--- src/rtl/int_ctrl_pkg.sv ---
// Shared types and defaults for the Gumnut interrupt controller.
package int_ctrl_pkg;

  localparam int PC_W = 12;

  localparam int              DEF_NUM_IRQ    = 4;
  localparam logic [PC_W-1:0] DEF_VEC_BASE   = 12'h001;
  localparam int              DEF_VEC_STRIDE = 2;

  typedef enum logic [1:0] {
    IDLE,
    SAVE,
    ISR,
    RESTORE
  } state_e;

  // A single source still needs a 1-bit id so the port never collapses to zero width.
  function automatic int id_width(input int n);
    return (n > 1) ? $clog2(n) : 1;
  endfunction

endpackage

--- src/rtl/int_prio_enc.sv ---
// Fixed-priority encoder: the lowest set index wins. Purely combinational.
module int_prio_enc
  import int_ctrl_pkg::*;
#(
  parameter int N    = DEF_NUM_IRQ,
  parameter int ID_W = id_width(N)
) (
  input  logic [N-1:0]    req_i,
  output logic [ID_W-1:0] id_o,
  output logic            vld_o
);

  // Scan downward so the last hit, i.e. the lowest index, is the one kept.
  always_comb begin
    id_o  = '0;
    vld_o = 1'b0;
    for (int i = N - 1; i >= 0; i--) begin
      if (req_i[i]) begin
        id_o  = ID_W'(i);
        vld_o = 1'b1;
      end
    end
  end

endmodule

--- src/rtl/int_ctrl.sv ---
// Interrupt controller: edge-latched requests, masked fixed-priority arbitration,
// and a SAVE/ISR/RESTORE entry-return sequence without nesting.
module int_ctrl
  import int_ctrl_pkg::*;
#(
  parameter int              NUM_IRQ    = DEF_NUM_IRQ,
  parameter logic [PC_W-1:0] VEC_BASE   = DEF_VEC_BASE,
  parameter int              VEC_STRIDE = DEF_VEC_STRIDE,
  localparam int             ID_W       = id_width(NUM_IRQ)
) (
  input  logic               gClk,
  input  logic               rst,
  input  logic [NUM_IRQ-1:0] irq_i,
  input  logic               mask_we_i,
  input  logic [NUM_IRQ-1:0] mask_i,
  input  logic               enai_i,
  input  logic               disi_i,
  input  logic               boundary_i,
  input  logic               reti_i,
  output logic               save_we_o,
  output logic               restore_o,
  output logic               pc_load_o,
  output logic [PC_W-1:0]    vector_pc_o,
  output logic [NUM_IRQ-1:0] ack_o,
  output logic [ID_W-1:0]    active_id_o,
  output logic               ie_o,
  output logic               busy_o,
  output logic [NUM_IRQ-1:0] pending_o
);

  state_e               state_q, state_d;
  logic [NUM_IRQ-1:0]   irq_prev_q, irq_prev_d;
  logic [NUM_IRQ-1:0]   pending_q, pending_d;
  logic [NUM_IRQ-1:0]   mask_q, mask_d;
  logic                 ie_q, ie_d;
  logic [ID_W-1:0]      active_id_q, active_id_d;
  logic [PC_W-1:0]      vector_q, vector_d;

  logic [NUM_IRQ-1:0]   edge_w;
  logic [NUM_IRQ-1:0]   eligible_w;
  logic [NUM_IRQ-1:0]   ack_w;
  logic [ID_W-1:0]      win_id_w;
  logic                 win_vld_w;
  logic [PC_W-1:0]      vec_calc_w;

  assign edge_w     = irq_i & ~irq_prev_q;
  assign eligible_w = pending_q & ~mask_q;
  assign vec_calc_w = VEC_BASE + PC_W'(win_id_w) * PC_W'(VEC_STRIDE);

  int_prio_enc #(
    .N    (NUM_IRQ),
    .ID_W (ID_W)
  ) u_prio (
    .req_i (eligible_w),
    .id_o  (win_id_w),
    .vld_o (win_vld_w)
  );

  always_comb begin
    ack_w = '0;
    for (int i = 0; i < NUM_IRQ; i++) begin
      ack_w[i] = (state_q == SAVE) && (active_id_q == ID_W'(i));
    end
  end

  always_ff @(posedge gClk) begin
    if (rst) begin
      state_q     <= IDLE;
      irq_prev_q  <= '0;
      pending_q   <= '0;
      mask_q      <= '0;
      ie_q        <= 1'b0;
      active_id_q <= '0;
      vector_q    <= VEC_BASE;
    end else begin
      state_q     <= state_d;
      irq_prev_q  <= irq_prev_d;
      pending_q   <= pending_d;
      mask_q      <= mask_d;
      ie_q        <= ie_d;
      active_id_q <= active_id_d;
      vector_q    <= vector_d;
    end
  end

  always_comb begin
    state_d     = state_q;
    irq_prev_d  = irq_i;
    // A fresh edge on the line being acknowledged must not be lost.
    pending_d   = (pending_q & ~ack_w) | edge_w;
    mask_d      = mask_we_i ? mask_i : mask_q;
    ie_d        = ie_q;
    active_id_d = active_id_q;
    vector_d    = vector_q;

    case (state_q)
      IDLE: begin
        if (disi_i) begin
          ie_d = 1'b0;
        end else if (enai_i) begin
          ie_d = 1'b1;
        end
        if (ie_q && boundary_i && win_vld_w) begin
          state_d     = SAVE;
          active_id_d = win_id_w;
          vector_d    = vec_calc_w;
        end
      end
      SAVE: begin
        ie_d    = 1'b0;
        state_d = ISR;
      end
      ISR: begin
        if (reti_i) begin
          state_d = RESTORE;
        end
      end
      RESTORE: begin
        ie_d    = 1'b1;
        state_d = IDLE;
      end
      default: begin
        state_d = IDLE;
      end
    endcase
  end

  assign save_we_o   = (state_q == SAVE);
  assign pc_load_o   = (state_q == SAVE);
  assign restore_o   = (state_q == RESTORE);
  assign ack_o       = ack_w;
  assign busy_o      = (state_q != IDLE);
  assign ie_o        = ie_q;
  assign active_id_o = active_id_q;
  assign vector_pc_o = vector_q;
  assign pending_o   = pending_q;

endmodule

--- config.mk ---
export PLATFORM = sky130hd
export DESIGN_NAME = int_ctrl
export DESIGN_NICKNAME = d
export VERILOG_FILES = /design/src/rtl/int_ctrl_pkg.sv /design/src/rtl/int_prio_enc.sv /design/src/rtl/int_ctrl.sv
export SDC_FILE = /design/constraint.sdc
export NUM_CORES = 1
export LEC_CHECK = 0
export ABC_AREA = 1
export CAP_MARGIN = 20
export CORE_UTILIZATION = 33
export DETAILED_ROUTE_END_ITERATION = 12
export HOLD_SLACK_MARGIN = 0.05
export PLACE_DENSITY = 0.72
export REMOVE_ABC_BUFFERS = 1
export SLEW_MARGIN = 20
export SYNTH_ARGS = -nofsm -noshare
export SYNTH_HDL_FRONTEND = slang
export SYNTH_SLANG_ARGS = --single-unit
--- constraint.sdc ---
create_clock -name gClk -period 3.9 [get_ports gClk]
set_clock_uncertainty 0.1 [all_clocks]
set_input_delay 0.975 -clock gClk [delete_from_list [all_inputs] [get_ports gClk]]
set_output_delay 0.975 -clock gClk [all_outputs]
set_load 0.1 [all_outputs]
==> flow_summary.json <==
{
  "cp_slowest_cell": "clkdlybuf4s50_1",
  "ys_ff_latch": 17,
  "slew_viol_final": 0,
  "async_flop_share": 0,
  "synth.most_common_cell": "inv_1",
  "cts_tree": "yes",
  "fill_cells": 258,
  "status": "finished clean",
  "grt.overflow.total": 0,
  "cellPowerDensity_nw_per_um2": 727.9,
  "critical_path_arrival_ns": 1.89,
  "synth_top_cells_by_count": "inv_1 (18), dfxtp_1 (17), nand2_1 (16)",
  "clock_sinks": 17,
  "yosysTopAreaCell": "dfxtp_1",
  "wirelength_um": 1787,
  "vias": 764,
  "start_util": 0.3527,
  "dp_cells": 171,
  "design_area_um2": 1164,
  "io-pin-count": 42,
  "clk_latency_ns": 0.29,
  "crit_family": "buffers and inverters",
  "synthCells": 117,
  "synth_top_area_frac": 0.3826,
  "min_to": "pending_o[1]",
  "drcViolationCount": 0,
  "via_per_inst": 4.366,
  "synth_edf_count": 0,
  "avgSynthCellArea_um2": 7.603,
  "synth.yosys.seq_area_share": 0.3826,
  "placementRows": 18,
  "fmax_mhz": 337.1,
  "maxCapViolCount": 0,
  "finalNonFillerCells": 175,
  "hold_start": "irq_prev_q[1]",
  "grt_pass1_wl_um": 2470,
  "synth.cell_area_um2": 889.6,
  "rrSetupSlack_ns": 2.43,
  "drive_gt1_frac": 0.1517,
  "hold_depth": 1,
  "worst_setup_path_end_kind": "output port",
  "worst_pin_slew_ns": 0.9808,
  "post-cts-setup-buffers": 0,
  "antenna_cells": 0,
  "dieArea_um2": 2907,
  "final_nets": 165,
  "crit_buf_inv": 1,
  "holdWs_ns": 0.3361,
  "grt_pass1_vias": 606,
  "drt-initial-drc-count": 15,
  "cts_buffer_depth": 2,
  "tns_ns": 0,
  "hold_buffers": 0,
  "ctsResizeCount": 0,
  "die_h_um": 53.92,
  "grt_antenna_before_repair": 0,
  "relSlewSlack": 0.3441,
  "vdd_drop_max_mv": 0.5133,
  "core_um2": 2522,
  "period_needed_ns": 2.966,
  "cp_max_fo": 5,
  "grt_start_max_net_pins": 13,
  "synthDistinctLibCells": 19,
  "crit-reg2reg-launch": "state_q[0]",
  "start_kind": "flip-flop",
  "p_leak_nw": 0.5397,
  "postPlaceCellArea_um2": 1134,
  "path_clk_slew_ns": 0.10,
  "gp_congestion": 0.7182,
  "antenna_left": 0,
  "yosys_warnings": 0,
  "r2r_cells": 7,
  "setup_viol": 0,
  "worst-setup-path-type": "reg2out",
  "grtUsageTotal": 0.1228,
  "wire_per_inst_um": 10.21,
  "synth_area_leaders": "dfxtp_1 (38%), buf_4 (11%), inv_1 (7.6%)",
  "cts_buffers": 3,
  "area.growth.synth_to_final_pct": 30.80,
  "yosys_most_used_dff": "dfxtp_1",
  "cp.required_ns": 2.82,
  "htreeDepth": 1,
  "port_buffers": 31,
  "rsz0062_at_grt": "no",
  "die_x_um": 53.92,
  "hold_viol_final": 0,
  "max_stage_delay_ns": 1.17,
  "worstReg2RegEnd": "ie_o",
  "hpwl_um": 1386,
  "root_buffer": "clkbuf_4",
  "power_uw": 847.0,
  "path_cells": "clkdlybuf4s50_1",
  "drt_pre_antenna_iters": 4,
  "post-route-period-util": 0.7606,
  "hold_path.class": "reg2reg"
}
-- where the power goes --
part / total (mW) / switching, mW / leakage (nW) / internal (mW)
logic: 0.532 / 0.418 / 0.385 / 0.114
registers: 0.221 / 0.0212 / 0.141 / 0.199
clock network: 0.0948 / 0.0558 / 0.0139 / 0.0391
-- final cells by class --
type	instances	area [um^2]	share of cell area
Tap cell	30	37.54	0.03226
Sequential cell	17	340.3	0.2925
Multi-Input combinational cell	74	394.1	0.3387
Inverter	19	71.32	0.06129
Clock inverter	1	7.507	0.006452
Clock buffer	3	22.52	0.01935
Timing Repair Buffer	31	290.3	0.2495
-- state kept, by name (all words and copies together), names as in the netlist --
| register | cells |
|---|---|
| mask_q | 4 |
| ie_o | 1 |
| active_id_o | 2 |
| state_q | 2 |
| pending_o | 4 |
| irq_prev_q | 4 |
-- placed cells by master, fill, tap and decap left out --
cell type	n
inv_2	1
o211ai_1	1
clkinvlp_4	1
o21ai_2	1
clkdlybuf4s50_1	23
nand3_1	2
o21ai_0	9
dfxtp_1	17
ha_1	4
conb_1	10
nor3_1	4
nand2_2	7
a21oi_1	8
buf_4	8
inv_1	18
nand3_2	1
o32ai_1	4
nand2_1	16
clkbuf_4	3
nor2_1	7
-- metal layers --
| layer | up-vias | track usage | wire length [um] |
|---|---|---|---|
| li1 | 402 | - | - |
| met1 | 327 | 0.1553 | 828 |
| met2 | 33 | 0.1934 | 809 |
| met3 | 2 | 0.04237 | 129 |
| met4 | 0 | 0.03947 | 20 |
| met5 | - | 0 | 0 |
-- how the worst max path moves through the flow --
| stage | start | end | slack (ns) | cells after the start |
|---|---|---|---|---|
| global route | active_id_o[1] | active_id_o[1] | 0.84 | 1 |
| global placement | active_id_o[0] | vector_pc_o[1] | 1.31 | 1 |
| finish | active_id_o[1] | active_id_o[1] | 0.93 | 1 |
| CTS | active_id_o[1] | active_id_o[1] | 0.90 | 1 |
| detailed placement | active_id_o[1] | active_id_o[1] | 1.25 | 1 |
| floorplan | state_q[1] | ack_o[0] | -1.46 | 4 |
-- cells by family (layout without fill, tap and decap cells) --
| group | after synthesis | count (layout) | share of synthesized area |
|---|---|---|---|
| compound gates | 23 | 23 | 0.1533 |
| fa+ha+maj | 4 | 4 | 0.05626 |
| buf+inv | 34 | 54 | 0.2081 |
| flops | 17 | 17 | 0.3826 |
| other cells | 2 | 10 | 0.008442 |
| simple gates | 37 | 37 | 0.1913 |
-- per-stage QoR --
stage          setup slack, ns    util
2_1_floorplan           -1.458       -
3_3_place_gp             1.315  0.4494
3_5_place_dp             1.246  0.4494
4_1_cts                 0.8995  0.4613
5_1_grt                 0.8380  0.4613
6_report                0.9335  0.4613
(Power assumes the default switching activity.)
